==> config.mk <==
export PLATFORM = sky130hd
export DESIGN_NAME = wordle_guess_scorer
export DESIGN_NICKNAME = d
export VERILOG_FILES = /design/src/rtl/wordle_guess_scorer.sv
export SDC_FILE = /design/constraint.sdc
export NUM_CORES = 1
export LEC_CHECK = 0
export BUFFER_PORTS_ARGS = -buffer_cell sky130_fd_sc_hd__buf_4
export CORE_ASPECT_RATIO = 0.9
export CORE_MARGIN = 5
export CORE_UTILIZATION = 60
export CTS_CLUSTER_SIZE = 12
export DETAILED_ROUTE_END_ITERATION = 6
export PLACE_DENSITY = 0.84
export SKIP_LAST_GASP = 1
export SLEW_MARGIN = 20
export SYNTH_ARGS = -nofsm -noshare
export SYNTH_HDL_FRONTEND = slang
export SYNTH_SLANG_ARGS = --single-unit
export TNS_END_PERCENT = 10
==> constraint.sdc <==
create_clock -name Clk -period 4.45 [get_ports Clk]
set_input_delay 0 -clock Clk [delete_from_list [all_inputs] [get_ports Clk]]
set_output_delay 0 -clock Clk [all_outputs]
set_load 0.01 [all_outputs]
==> src/rtl/wordle_guess_scorer.sv <==
// Wordle guess scorer: one green (exact-match) pass, then one yellow-search
// cycle per letter in ascending order so duplicate letters consume target
// copies left to right. Outputs are registered; busy/done follow the state
// register by one edge, while done drops on the same edge that accepts ack.
module wordle_guess_scorer #(
  parameter int unsigned LETTERS      = 5,
  parameter logic [2:0]  COLOR_GREEN  = 3'b010,
  parameter logic [2:0]  COLOR_YELLOW = 3'b110,
  parameter logic [2:0]  COLOR_MISS   = 3'b111
) (
  input  logic                 Clk,
  input  logic                 reset_n,
  input  logic                 start,
  input  logic [LETTERS*8-1:0] guess,
  input  logic [LETTERS*8-1:0] target,
  input  logic                 ack,
  output logic                 busy,
  output logic                 done,
  output logic [LETTERS*3-1:0] colors,
  output logic                 win
);

  localparam int unsigned IdxW = (LETTERS > 1) ? $clog2(LETTERS) : 1;

  typedef enum logic [1:0] {StIdle, StGreen, StYellow, StDone} state_t;

  state_t               state_q;
  logic [LETTERS*8-1:0] g_q, t_q;
  logic [LETTERS-1:0]   green_q, used_q;
  logic [IdxW-1:0]      idx_q;
  logic [LETTERS*3-1:0] colors_q;
  logic                 win_q, busy_q, done_q;

  logic [7:0]           g_lt [LETTERS];
  logic [7:0]           t_lt [LETTERS];
  logic [LETTERS-1:0]   green_vec;
  logic [LETTERS*3-1:0] colors_grn;
  logic [7:0]           cur_letter;
  logic                 cur_green;
  logic                 found;
  logic [LETTERS-1:0]   consume;
  logic [LETTERS*3-1:0] colors_ylw;

  // Unpack latched words into letters (letter 0 is the most significant byte)
  always_comb begin
    for (int i = 0; i < LETTERS; i++) begin
      g_lt[i] = g_q[(LETTERS-1-i)*8 +: 8];
      t_lt[i] = t_q[(LETTERS-1-i)*8 +: 8];
    end
  end

  // Exact-match pass: green where letters agree, miss everywhere else
  always_comb begin
    green_vec  = '0;
    colors_grn = '0;
    for (int i = 0; i < LETTERS; i++) begin
      green_vec[i] = (g_lt[i] == t_lt[i]);
      colors_grn[(LETTERS-1-i)*3 +: 3] = green_vec[i] ? COLOR_GREEN : COLOR_MISS;
    end
  end

  // Yellow search for the current idx: lowest unused matching target slot
  always_comb begin
    cur_letter = '0;
    cur_green  = 1'b0;
    found      = 1'b0;
    consume    = '0;
    colors_ylw = colors_q;
    for (int i = 0; i < LETTERS; i++) begin
      if (IdxW'(i) == idx_q) begin
        cur_letter = g_lt[i];
        cur_green  = green_q[i];
      end
    end
    for (int j = 0; j < LETTERS; j++) begin
      if (!cur_green && !found && !used_q[j] && (t_lt[j] == cur_letter)) begin
        found      = 1'b1;
        consume[j] = 1'b1;
      end
    end
    for (int i = 0; i < LETTERS; i++) begin
      if ((IdxW'(i) == idx_q) && found) begin
        colors_ylw[(LETTERS-1-i)*3 +: 3] = COLOR_YELLOW;
      end
    end
  end

  // Scoring FSM with registered outputs
  always_ff @(posedge Clk or negedge reset_n) begin
    if (!reset_n) begin
      state_q  <= StIdle;
      g_q      <= '0;
      t_q      <= '0;
      green_q  <= '0;
      used_q   <= '0;
      idx_q    <= '0;
      colors_q <= '0;
      win_q    <= 1'b0;
      busy_q   <= 1'b0;
      done_q   <= 1'b0;
    end else begin
      busy_q <= (state_q == StGreen) || (state_q == StYellow);
      unique case (state_q)
        StIdle: begin
          if (start) begin
            g_q      <= guess;
            t_q      <= target;
            colors_q <= '0;
            green_q  <= '0;
            used_q   <= '0;
            idx_q    <= '0;
            state_q  <= StGreen;
          end
        end
        StGreen: begin
          colors_q <= colors_grn;
          green_q  <= green_vec;
          used_q   <= green_vec;
          win_q    <= &green_vec;
          idx_q    <= '0;
          state_q  <= StYellow;
        end
        StYellow: begin
          colors_q <= colors_ylw;
          used_q   <= used_q | consume;
          if (idx_q == IdxW'(LETTERS - 1)) begin
            state_q <= StDone;
          end else begin
            idx_q <= idx_q + 1'b1;
          end
        end
        StDone: begin
          // ack only counts once the consumer can actually see done
          if (done_q && ack) begin
            done_q  <= 1'b0;
            state_q <= StIdle;
          end else begin
            done_q <= 1'b1;
          end
        end
        default: state_q <= StIdle;
      endcase
    end
  end

  assign busy   = busy_q;
  assign done   = done_q;
  assign colors = colors_q;
  assign win    = win_q;

endmodule

# Yosys cells after proc, flatten, opt, wreduce, memory -nomap -nowiden
# Cells that the tools add are included.
[totals]
register_bits = 113
[op_classes]
n_mux = 42
reduce_logical = 46
addsub = 1
n_bitwise = 1
eq_ne = 27
[op_table]
columns = ["operator", "count"]
rows = [
  ["== test 8 bit", 10],
  ["case mux 15 bit (3 select lines)", 1],
  ["2-to-1 mux 8 bit", 5],
  ["2-to-1 mux 3 bit", 12],
  ["AND reduction 3 bit", 7],
  ["logical AND 1 bit", 20],
  ["!= test 2 bit, second input constant", 8],
  ["2-to-1 mux 1 bit", 15],
  ["2-to-1 mux 15 bit", 1],
  ["case mux 5 bit (3 select lines)", 1],
  ["zero test 1 bit", 10],
  ["case mux 5 bit (2 select lines)", 1],
  ["case mux 3 bit (3 select lines)", 1],
  ["case mux 2 bit (4 select lines)", 1],
  ["== test 2 x 3 -> 1 bit, first input constant", 2],
  ["2-to-1 mux 2 bit", 3],
  ["AND reduction 2 bit", 3],
  ["2-to-1 mux 5 bit", 1],
  ["OR 5 bit", 1],
  ["AND reduction 5 bit", 1],
  ["== test 2 bit, second input constant", 2],
  ["adder 3 x 1 -> 3 bit, second input constant", 1],
  ["== test 1 x 3 -> 1 bit, first input constant", 1],
  ["== test 3 bit, first input constant", 1],
  ["other kinds (8)", 8],
]

# Depth between registers and ports, before layout
[depth]
ltp_word = 33
ltp_mapped = 13

# Worst setup path before layout
# Ideal clock, no wire load.
[synth_timing]
path_kind = "reg-to-reg"
start = "register idx_q[0]"
end = "register colors_q[12], in the netlist colors[12]"
required_ns = 4.322
n_path_buf = 1
arrival_time_ns = 2.840
stages_incl_launch_ff = 13
setup_slack_ns = 1.483
path_cell_list = "dfrtp_1 inv_1 ha_1 clkbuf_1 nand2_1 o21ai_0 a221oi_1 o21ai_0 or3_1 or3_4 nand4_4 o211ai_2 mux2_1"
[synth_between]
elab_chain_cells = 33
elab_cells_between_ends = 47
classes_between = "10 x eq/ne; 15 x mux; 22 x reduce/logical"
[synth_lines]
columns = ["item", "line_no", "rtl"]
rows = [
  ["start, declared", "30", "logic [IdxW-1:0] idx_q;"],
  ["start signal, assigned", "129", "idx_q <= idx_q + 1'b1;"],
  ["parallel branches: the longest is 30 deep, another holds 2-to-1 mux 8 bit", "n/a", ""],
  ["logical AND 1 bit (*)", "82", "if ((IdxW'(i) == idx_q) && found) begin"],
  ["!= test 2 bit (no line) (*)", "n/a", ""],
  ["AND reduction 3 bit (no line) (*)", "n/a", ""],
  ["end signal, assigned", "116", "colors_q <= colors_grn;"],
  ["end signal, assigned", "124", "colors_q <= colors_ylw;"],
  ["end, declared", "31", "logic [LETTERS*3-1:0] colors_q;"],
]
# Mark *: on every way between the ends.
# A chain may end at the register's enable or synchronous reset.

# Worst setup path in the final report
[layout_timing]
start = "register idx_q[0]"
end = "register colors_q[9], in the netlist colors[9]"
[layout_between]
elab_chain_cells = 33
elab_cells_between_ends = 47
classes_between = "10 x eq/ne; 15 x mux; 22 x reduce/logical"
[layout_lines]
columns = ["item", "line_no"]
rows = [
  ["parallel branches: the longest is 30 deep, another holds 2-to-1 mux 8 bit", "n/a"],
  ["logical AND 1 bit (*)", "82"],
  ["!= test 2 bit (no line) (*)", "n/a"],
  ["AND reduction 3 bit (no line) (*)", "n/a"],
]
# Marks and branches as above.

==> results.toml <==
[run_status]
outcome = "completed"

[yosys]
synthTopCellsByCount = "dfrtp_1, mux2_2, xnor2_1"
synth_seq_area_share_pct = 46.5
synth_enable_flop_cells = 0
ys_seq_elements = 113
synth-warning-count = 0
post-synth-top-count-cell = "dfrtp_1"
syn_avg_cell_area_um2 = 11.7
synthFlopType = "dfrtp_1"
syn_nets = 615
syn_area_um2 = 6080
synthArstFlopShare_pct = 100
synth_area_leader_cell = "dfrtp_1"
synthTopCellsByArea = "dfrtp_1, mux2_2, xnor2_1, xor2_1, a21oi_1"
ys_types = 50
netlist.area_leader.share_pct = 46.5
synthCells = 522

[critical_path]
setup.worst_path.start = "idx_q[0]$_DFFE_PN0P_"
ff2ff_path_depth = 11
critPathMaxStageDelay_ps = 560
r2r-end = "colors[9]$_DFFE_PN0P_"
path_cells = "inv_1 -> ha_1 -> nand2_1 -> and3_1 -> a221oi_2 -> xnor2_1 -> nor3_1 -> a31oi_1 -> nand4_4 -> o211ai_2 -> mux2_2"
cpMaxStageDelayCell = "a221oi_2"
crit_buf_inv = 1
rr_startpoint = "idx_q[0]$_DFFE_PN0P_"
crit_family = "compound AO/OA/AOI/OAI gates"
worstPathMaxFanout = 12
setup.worst_path.start_class = "flop"
crit_type = "flop to flop"
required_ps = 4740
arrival_ps = 4300
ff2ff_setup_slack_ps = 440
critPathCaptureType = "flop"
crit_cells = 11

[routing]
drt_iter0_markers = 425
routed_wl_mm = 18.5
antenna_left = 0
drc = 0
firstDrtPassIters = 6
avgRoutedWirePerCell_um = 22.0
routed_via_density = 6.02
vias = 5073

[cells_and_area]
syn2layout_area_growth_pct = 37.6
n_fill_cell = 490
nets = 797
seq_area_um2 = 2830
drive_gt1_share_pct = 33.9
num_antenna_cells = 0
instances_no_fill = 843
multi_input_area_um2 = 3050

[sta]
finalHoldViolations = 0
grt_setup_unrepaired = "no"
fmaxAchievable_mhz = 250
setup-tns-final_ps = 0
finalCriticalPeriod_ps = 4010
maxSlewViolCount = 0
setup_viol = 0
skew_ps = 7.81
fin_crit_sh_pct = 90.0
worst_pin_slew_ps = 813
relSlewSlack_pct = 45.8

[worst_hold_path]
holdCritPathClass = "input pin to flop"
hold_start = "start"
min_to = "idx_q[1]$_DFFE_PN0P_"
worstHoldPathCells = 3

[place]
hpwl_mm = 11.9
port_buffers = 101
placed_cells = 729
place_congestion = 0.951

[cts]
clockBufferDepth = 2
cts_buffers = 17
cts_root_buf = "clkbuf_16"
cts_tree = "built"
htree_levels = 4
post_cts_buffers = 0
clk_latency_ps = 420
path_clk_slew_ps = 60
clock_sinks = 113
cts_resized = 0
ctsHoldBuffers = 82

[power]
irDropWorstVdd_mv = 0.627
fin_total_pwr_mw = 6.81
powerDensity_nw_per_um2 = 814
p_leak_nw = 3.69

[floorplan]
start_util_pct = 62.2
ios = 102
num_rows = 34
dieArea_um2 = 12300
core_region_area_um2 = 9780
die_h_um = 106
die_x_um = 116

[grt]
antenna_found_initial = 0
grt_pass1_vias = 5539
grt_use_total_pct = 31.8
grt_remaining_overflow = 0
grt_max_degree = 59
grt_first_pass_wirelength_mm = 29.6

[run]
maxCapViolCount = 0
[flip-flops by register name, indices dropped and copies added (netlist names)]
register and flops:
busy 1, colors 15, done 1, g_lt 40, green_q 5, idx_q 3
state_q 2, t_lt 40, used_q 5, win 1
[how the worst max path moves through the flow]
stage	to	slack (ps)
6_report	colors[9]$_DFFE_PN0P_	440
5_1_grt	colors[14]$_DFFE_PN0P_	270
4_1_cts	colors[14]$_DFFE_PN0P_	550
3_5_place_dp	colors[14]$_DFFE_PN0P_	570
3_3_place_gp	colors[11]$_DFFE_PN0P_	760
2_1_floorplan	colors[12]$_DFFE_PN0P_	1480
[per-layer routing]
layer / share of wire, % / vias up / GRT usage, % / routed length (um)
li1: - / 2229 / - / -
met1: 37 / 2505 / 38.7 / 6940
met2: 52 / 302 / 55.3 / 9700
met3: 8.1 / 37 / 7.22 / 1510
met4: 2.0 / 0 / 11.1 / 369
met5: 0 / - / 0 / 0
[worst min-delay path, cell delays in order]
cell	delay [ps]
buf_4	100
nand2b_1	230
a41o_1	200
[through the flow]
| step | utilization [%] | area [um2] | worst slack, ps | hold slack [ps] |
|---|---|---|---|---|
| floorplan | - | 6080 | 1480 | -296 |
| global placement | 70.4 | 6880 | 757 | 89.2 |
| detailed placement | 70.4 | 6880 | 573 | 102 |
| CTS | 85.5 | 8370 | 550 | 127 |
| global route | 85.5 | 8370 | 273 | 168 |
| finish | 85.5 | 8370 | 444 | 146 |
[where the power goes]
| part | internal [mW] | total (mW) | switching [mW] |
|---|---|---|---|
| registers | 1.50 | 2.07 | 0.576 |
| logic | 1.55 | 3.21 | 1.66 |
| clock network | 1.05 | 1.53 | 0.480 |
| total | 4.10 | 6.81 | 2.71 |
[final cells by class]
cell class / instances / share of cell area (%)
sequential: 113 / 33.8
clock inverter: 9 / 2.11
inverter: 20 / 0.897
multi-input combinational: 367 / 36.4
timing repair buffer: 185 / 19.0
tap: 126 / 1.88
clock buffer: 23 / 5.83
[logic make-up after synthesis]
family                     synth area share, %
AOI/OAI and AO/OA                         11.2
buffers and inverters                     3.41
and+or+nand+nor                           8.54
adders and majority gates                 1.85
DFF                                       46.5
muxes                                     17.0
xor gates and xnor gates                  11.5
[layout by cell type (no fill, tap or decap), types with 9 or more instances in the layout]
cell type      instances
dfrtp_1              113
buf_4                103
mux2_2                89
dlygate4sd3_1         82
xnor2_1               50
a21oi_1               30
xor2_1                30
nand2_1               29
o21ai_0               24
inv_1                 19
clkbuf_16             17
nor2_1                14
nand4_1               10
nor3_1                10
and3_1                 9
ha_1                   9
Power figures use the tool's default switching activity.
